[src/rtl/path_pkg.sv]
// Shared definitions for the two-master memory path: scheduler states and master IDs.
package path_pkg;

  typedef enum logic [1:0] {
    OWN1 = 2'd0,
    OWN2 = 2'd1,
    HOLD = 2'd2
  } path_sched_state_t;

  // Master IDs match the ID bit carried along the path.
  localparam logic PATH_M1 = 1'b0;
  localparam logic PATH_M2 = 1'b1;

endpackage

[src/rtl/path_occ_cnt.sv]
// Path FIFO occupancy tracker: saturating count, full/empty flags, sticky overflow/underflow.
module path_occ_cnt #(
  parameter  int DEPTH = 4,
  localparam int CW    = $clog2(DEPTH + 1)
) (
  input  logic          clk,
  input  logic          rst_n,
  input  logic          valid1,
  input  logic          valid2,
  input  logic          pop,
  output logic [CW-1:0] count,
  output logic [CW-1:0] count_nxt,
  output logic          empty,
  output logic          full,
  output logic          overflow,
  output logic          underflow
);

  localparam logic [CW-1:0] FULL_CNT = CW'(DEPTH);

  logic push;
  assign push = valid1 | valid2;

  // NOTE: every variable assigned in always_comb gets a default first, so no path can infer a latch.
  always_comb begin
    count_nxt = count;
    if (push && !pop && count != FULL_CNT)
      count_nxt = count + 1'b1;
    else if (pop && !push && count != '0)
      count_nxt = count - 1'b1;
  end

  // NOTE: sequential state uses non-blocking assignments so every flop samples pre-edge values.
  always_ff @(posedge clk or negedge rst_n) begin
    if (!rst_n) begin
      count     <= '0;
      empty     <= 1'b1;
      full      <= 1'b0;
      overflow  <= 1'b0;
      underflow <= 1'b0;
    end else begin
      count <= count_nxt;
      empty <= (count_nxt == '0);
      full  <= (count_nxt == FULL_CNT);
      // A double push is a protocol error even though only one beat is counted.
      if ((valid1 && valid2) || (push && !pop && count == FULL_CNT))
        overflow <= 1'b1;
      if (pop && !push && count == '0)
        underflow <= 1'b1;
    end
  end

endmodule

[src/rtl/path_ingress_sched.sv]
// Ingress scheduler: round-robin push ownership of the shared path FIFO with fill lookahead.
// Optional PATH_SCHED_BURST_EN lets an owner keep the slot for up to MAX_BURST beats.
module path_ingress_sched
  import path_pkg::*;
#(
  parameter  int DEPTH     = 4,
  parameter  int MAX_BURST = 4,
  localparam int CW        = $clog2(DEPTH + 1)
) (
  input  logic          clk,
  input  logic          rst_n,
  input  logic          want1_i,
  input  logic          want2_i,
  input  logic          valid1_i,
  input  logic          valid2_i,
  input  logic          pop_i,
  output logic          stop1_o,
  output logic          stop2_o,
  output logic [CW-1:0] count_o,
  output logic          empty_o,
  output logic          full_o,
  output logic          overflow_o,
  output logic          underflow_o
);

  if (DEPTH < 2 || MAX_BURST < 1) begin : g_param_check
    $error("path_ingress_sched: DEPTH must be >= 2 and MAX_BURST >= 1");
  end

  path_sched_state_t state, state_nxt;
  logic              last_served, last_served_nxt;
  logic [CW-1:0]     count_nxt;
  logic              beat_acc;
  logic              yield;
  logic              pref;
  logic              pref_wants, other_wants;

  path_occ_cnt #(.DEPTH(DEPTH)) u_occ (
    .clk       (clk),
    .rst_n     (rst_n),
    .valid1    (valid1_i),
    .valid2    (valid2_i),
    .pop       (pop_i),
    .count     (count_o),
    .count_nxt (count_nxt),
    .empty     (empty_o),
    .full      (full_o),
    .overflow  (overflow_o),
    .underflow (underflow_o)
  );

  assign beat_acc = (state == OWN1 && valid1_i) || (state == OWN2 && valid2_i);

`ifdef PATH_SCHED_BURST_EN
  localparam int BW = $clog2(MAX_BURST + 1);
  localparam logic [BW-1:0] BURST_MAX = BW'(MAX_BURST);

  logic [BW-1:0] burst_cnt, burst_after;

  always_comb begin
    burst_after = burst_cnt;
    if (beat_acc && burst_cnt != BURST_MAX)
      burst_after = burst_cnt + 1'b1;
  end

  // Owner yields on a beat only once its burst allowance is used up.
  assign yield = beat_acc && (burst_after == BURST_MAX);

  always_ff @(posedge clk or negedge rst_n) begin
    if (!rst_n)
      burst_cnt <= '0;
    else if (state_nxt != state || state_nxt == HOLD)
      burst_cnt <= '0;
    else
      burst_cnt <= burst_after;
  end
`else
  assign yield = beat_acc;
`endif

  // Round-robin preference: the master that was not served last.
  assign pref        = ~last_served_nxt;
  assign pref_wants  = (pref == PATH_M1) ? want1_i : want2_i;
  assign other_wants = (pref == PATH_M1) ? want2_i : want1_i;

  always_comb begin
    state_nxt       = state;
    last_served_nxt = last_served;
    if (valid1_i)
      last_served_nxt = PATH_M1;
    else if (valid2_i)
      last_served_nxt = PATH_M2;

    if (count_nxt == CW'(DEPTH)) begin
      state_nxt = HOLD;
    end else begin
      unique case (state)
        OWN1: if (want2_i && (yield || !want1_i)) state_nxt = OWN2;
        OWN2: if (want1_i && (yield || !want2_i)) state_nxt = OWN1;
        HOLD: begin
          if (pref_wants || !other_wants)
            state_nxt = (pref == PATH_M1) ? OWN1 : OWN2;
          else
            state_nxt = (pref == PATH_M1) ? OWN2 : OWN1;
        end
        default: state_nxt = OWN1;
      endcase
    end
  end

  always_ff @(posedge clk or negedge rst_n) begin
    if (!rst_n) begin
      state       <= OWN1;
      last_served <= PATH_M2;
    end else begin
      state       <= state_nxt;
      last_served <= last_served_nxt;
    end
  end

  assign stop1_o = (state != OWN1);
  assign stop2_o = (state != OWN2);

endmodule

[config.mk]
export PLATFORM = sky130hd
export DESIGN_NAME = path_ingress_sched
export DESIGN_NICKNAME = d
export VERILOG_FILES = /design/src/rtl/path_pkg.sv /design/src/rtl/path_occ_cnt.sv /design/src/rtl/path_ingress_sched.sv
export SDC_FILE = /design/constraint.sdc
export NUM_CORES = 1
export LEC_CHECK = 0
export ABC_CLOCK_PERIOD_IN_PS = 2300
export BUFFER_PORTS_ARGS = -buffer_cell sky130_fd_sc_hd__buf_2
export CAP_MARGIN = 0
export CORE_AREA = 4 4 41 43
export DETAILED_ROUTE_END_ITERATION = 16
export DIE_AREA = 0 0 45 47
export GPL_TIMING_DRIVEN = 0
export PLACE_DENSITY = 0.68
export RECOVER_POWER = 25
export REMOVE_ABC_BUFFERS = 1
export SETUP_SLACK_MARGIN = 0.1
export SLEW_MARGIN = 20
export SYNTH_ARGS = -nofsm -noshare
export SYNTH_HDL_FRONTEND = slang
export SYNTH_SLANG_ARGS = --single-unit
[constraint.sdc]
create_clock -name clk -period 2.3 [get_ports clk]
set_input_delay 0.345 -clock clk [delete_from_list [all_inputs] [get_ports clk]]
set_output_delay 0.345 -clock clk [all_outputs]
set_load 0.02 [all_outputs]
==> impl_metrics.xml <==
<?xml version="1.0" encoding="UTF-8"?>
<metrics>
  <group name="run_status">
    <metric name="outcome" unit="">completed</metric>
  </group>
  <group name="clock_tree">
    <metric name="clk-insertion-delay-late" unit="ns">0.26</metric>
    <metric name="cts_tree" unit="">done</metric>
    <metric name="cts_htree_levels" unit="">1</metric>
    <metric name="clkTransAtPathRegs" unit="ns">0.07</metric>
    <metric name="cts_num_sinks" unit="">10</metric>
    <metric name="root_buffer" unit="">sky130_fd_sc_hd__clkbuf_4</metric>
    <metric name="cts.repair.resized" unit="">0</metric>
    <metric name="max-clock-path-buffers" unit="">2</metric>
    <metric name="cts_setup_buffers" unit="">0</metric>
    <metric name="numCtsBuffers" unit="">3</metric>
  </group>
  <group name="pwr">
    <metric name="power_leakage" unit="nW">0.327</metric>
    <metric name="ir_drop" unit="mV">0.563</metric>
    <metric name="comb_power_share" unit="">0.492</metric>
    <metric name="power_switching" unit="W">0.000367</metric>
    <metric name="power.density_cell_area" unit="mW/mm^2">1280</metric>
    <metric name="clock_group_share_of_total_power" unit="">0.173</metric>
    <metric name="cell_int_power" unit="W">0.000538</metric>
    <metric name="power.sequential.fraction" unit="">0.335</metric>
    <metric name="netSwitchingFraction" unit="">0.406</metric>
  </group>
  <group name="route">
    <metric name="vias_per_cell" unit="">4.98</metric>
    <metric name="drt_iter0_markers" unit="">14</metric>
    <metric name="drt_pre_antenna_iters" unit="">4</metric>
    <metric name="ant_nets" unit="">0</metric>
    <metric name="detail_route.drc_violations" unit="">0</metric>
    <metric name="wl_per_cell" unit="um">11.7</metric>
    <metric name="dr_total_vias" unit="">448</metric>
    <metric name="drt-total-wl" unit="um">1050</metric>
  </group>
  <group name="floorplanning">
    <metric name="core.rowCount" unit="">13</metric>
    <metric name="num_io_pins" unit="">16</metric>
    <metric name="design.die.area" unit="sq mm">0.00212</metric>
    <metric name="die_w" unit="um">45</metric>
    <metric name="initial_core_util" unit="">0.438</metric>
    <metric name="core_region_area" unit="sq mm">0.00130</metric>
    <metric name="die_height" unit="um">47</metric>
  </group>
  <group name="cells_and_area">
    <metric name="post-route-cell-area" unit="sq um">709</metric>
    <metric name="final_nets" unit="">86</metric>
    <metric name="layout-area-overhead-vs-synth" unit="%">24.3</metric>
    <metric name="utilization" unit="">0.545</metric>
    <metric name="filler_cell_count" unit="">133</metric>
    <metric name="antenna-diode-count" unit="">0</metric>
    <metric name="non_filler_instances" unit="">90</metric>
    <metric name="final_layout_size_suffix_gt1_frac" unit="">0.333</metric>
  </group>
  <group name="synth">
    <metric name="synth.cells.most_frequent" unit="">sky130_fd_sc_hd__dfrtp_1 (8), sky130_fd_sc_hd__inv_1 (4), sky130_fd_sc_hd__nand2_1 (4), sky130_fd_sc_hd__nor2_1 (4)</metric>
    <metric name="synthDistinctLibCells" unit="">27</metric>
    <metric name="yosysMostFrequentCell" unit="">sky130_fd_sc_hd__dfrtp_1</metric>
    <metric name="synth-edff-count" unit="">0</metric>
    <metric name="summed_instance_area_of_the_synthesized_netlist" unit="sq um">571</metric>
    <metric name="yosys_most_used_dff" unit="">sky130_fd_sc_hd__dfrtp_1</metric>
    <metric name="postSynthCellCount" unit="">55</metric>
    <metric name="yosysSeqAreaShare" unit="">0.443</metric>
    <metric name="synth_top_cell_area_share" unit="">0.351</metric>
    <metric name="synth_largest_area_cell" unit="">sky130_fd_sc_hd__dfrtp_1</metric>
    <metric name="async_reset_ff_frac" unit="">1.00</metric>
    <metric name="synth_area_leaders" unit="">sky130_fd_sc_hd__dfrtp_1 (35%), sky130_fd_sc_hd__dfstp_2 (9.2%), sky130_fd_sc_hd__ha_1 (6.6%)</metric>
    <metric name="ys_warn_count" unit="">0</metric>
    <metric name="post_synth.cell_area_avg" unit="sq um">10.4</metric>
    <metric name="ys_ff_latch" unit="">10</metric>
  </group>
  <group name="sta">
    <metric name="finalMaxSlewViolations" unit="">0</metric>
    <metric name="timing.final.crit_share" unit="">0.739</metric>
    <metric name="worst_margin_slew" unit="ns">0.534</metric>
    <metric name="final.min_clock_period" unit="ns">1.70</metric>
    <metric name="finalHoldViolCount" unit="">0</metric>
    <metric name="unrepaired_setup_endpoints_after_global_routing" unit="">false</metric>
    <metric name="finalWorstSetupSlack" unit="ns">0.599</metric>
    <metric name="setup_violations" unit="">0</metric>
    <metric name="setup_tns" unit="ns">0</metric>
    <metric name="timing.max_slew.rel_slack" unit="">0.644</metric>
    <metric name="clock.fmax" unit="MHz">588</metric>
    <metric name="clock-skew-final" unit="ns">0.00321</metric>
  </group>
  <group name="critical_path">
    <metric name="startpoint_type" unit="">flip-flop</metric>
    <metric name="rr_worst_depth" unit="">7</metric>
    <metric name="path_delay_family" unit="">simple AND/OR/NAND/NOR gates</metric>
    <metric name="timing.rr.end" unit="">state[1]</metric>
    <metric name="crit_type" unit="">flip-flop to flip-flop</metric>
    <metric name="crit_fanout" unit="">6</metric>
    <metric name="cp_cell_sequence" unit="">inv_1 &gt; ha_1 &gt; nand2b_1 &gt; nand3_1 &gt; and2_1 &gt; a22o_1 &gt; and2_1</metric>
    <metric name="worstSetupEndpointType" unit="">flip-flop</metric>
    <metric name="critical-path-top-cell-by-count" unit="">sky130_fd_sc_hd__and2_1</metric>
    <metric name="cpMaxStageDelayCell" unit="">sky130_fd_sc_hd__dfrtp_1</metric>
    <metric name="r2r_setup_slack" unit="ns">0.60</metric>
    <metric name="worst_ep_required_time" unit="ns">2.45</metric>
    <metric name="critical_path.reg2reg.startpoint" unit="">u_occ.count[0]</metric>
    <metric name="critical_path_arrival" unit="ns">1.85</metric>
    <metric name="stage_delay_of_the_slowest_cell_on_the_critical_path" unit="ns">0.44</metric>
    <metric name="critical_path_buffer_and_inverter_count" unit="">1</metric>
  </group>
  <group name="placement">
    <metric name="dpl.cell_count" unit="">85</metric>
    <metric name="port_buffers" unit="">15</metric>
    <metric name="post_dp_cell_area" unit="sq um">664</metric>
    <metric name="gp_congestion" unit="">0.734</metric>
    <metric name="detailedPlace.worstSlack" unit="ns">0.600</metric>
    <metric name="dp_hpwl" unit="um">838</metric>
  </group>
  <group name="grt">
    <metric name="grt.overflow.total" unit="">0</metric>
    <metric name="grt_antenna_before_repair" unit="">0</metric>
    <metric name="groute.usage.overall" unit="">0.115</metric>
    <metric name="first_global_vias" unit="">428</metric>
    <metric name="grt_first_pass_wirelength" unit="um">1750</metric>
    <metric name="grt_max_degree" unit="">11</metric>
  </group>
  <group name="hold_path">
    <metric name="min-delay-path-class" unit="">input port to flip-flop</metric>
    <metric name="timing.hold.worst_path_depth" unit="">2</metric>
    <metric name="hp-start" unit="">valid1_i</metric>
    <metric name="min_delay_worst_endpoint" unit="">last_served</metric>
  </group>
  <group name="job">
    <metric name="timing.max_cap.violations" unit="">0</metric>
  </group>
</metrics>
layout by cell type, fill, tap and decap left out, types with 2 or more instances in the layout:
| master | netlist | layout |
|---|---|---|
| sky130_fd_sc_hd__nor2b_1 | 2 | 2 |
| sky130_fd_sc_hd__o21ai_0 | 2 | 2 |
| sky130_fd_sc_hd__dfstp_2 | 2 | 2 |
| sky130_fd_sc_hd__nand2_1 | 4 | 4 |
| sky130_fd_sc_hd__and2_1 | 3 | 3 |
| sky130_fd_sc_hd__a21oi_1 | 3 | 3 |
| sky130_fd_sc_hd__buf_2 | 0 | 14 |
| sky130_fd_sc_hd__clkbuf_4 | 0 | 3 |
| sky130_fd_sc_hd__mux2i_1 | 2 | 2 |
| sky130_fd_sc_hd__inv_1 | 4 | 4 |
| sky130_fd_sc_hd__nor2_1 | 4 | 4 |
| sky130_fd_sc_hd__nand2b_1 | 2 | 2 |
| sky130_fd_sc_hd__or2_1 | 2 | 2 |
| sky130_fd_sc_hd__ha_1 | 3 | 3 |
| sky130_fd_sc_hd__dfrtp_1 | 8 | 8 |
layout make-up:
cell class                 count  area [sq um]  share of cell area
clock buffer                   4          36.3              0.0511
inverter                       4          15.0              0.0212
multi-input combinational     41           303               0.427
sequential                    10           253               0.356
tap                           15          18.8              0.0265
timing repair buffer          16          83.8               0.118
repair_timing:
item                                    in CTS  in global routing
hold buffers                                 1                  0
hold endpoints to repair                     8                  0
endpoints found under the setup margin       0                  0
cell families (layout without fill, tap and decap cells):
group / count (synthesis) / in the layout / synth area share
DFF: 10 / 10 / 0.443
AOI/OAI and AO/OA: 12 / 12 / 0.167
muxes: 3 / 3 / 0.0548
adders and majority gates: 5 / 5 / 0.103
buffers and inverters: 4 / 24 / 0.0263
and+or+nand+nor: 20 / 20 / 0.191
xor gates and xnor gates: 1 / 1 / 0.0154
power groups by stage:
stage	Sequential, W	Combinational (W)	Clock, W
floorplan	0.000359	0.000275	0
global placement	0.000303	0.000441	0
detailed placement	0.000308	0.000449	0
CTS	0.000305	0.000452	0.000163
global route	0.000315	0.000494	0.000168
finish	0.000303	0.000446	0.000156
sequential cells by signal, summed over array words and instances (netlist names):
name,count
u_occ.overflow,1
u_occ.underflow,1
state,2
last_served,1
u_occ.full,1
u_occ.empty,1
u_occ.count,3
stage by stage:
stage	power, W	hold WS, ns
after global placement	0.000745	0.218
after detailed placement	0.000757	0.218
after CTS	0.000919	0.296
after global routing	0.000977	0.319
after floorplan	0.000633	0.0494
final	0.000906	0.306
per-layer routing:
metal / vias to the layer above / wire [um] / track usage
met2: 10 / 508 / 0.195
met3: 2 / 60 / 0.0230
met5: - / 0 / 0
met4: 0 / 6 / 0.0526
met1: 207 / 475 / 0.141
li1: 229 / - / -
worst max path at each step:
stage / startpoint / endpoint / depth (start not counted)
floorplan: u_occ.count[0] / state[1] / 7
detailed placement: u_occ.count[0] / state[1] / 7
global placement: u_occ.count[0] / state[1] / 7
CTS: u_occ.count[0] / state[1] / 7
global route: u_occ.count[0] / u_occ.full / 7
finish: u_occ.count[0] / state[1] / 7
Power figures use the tool's default switching activity.
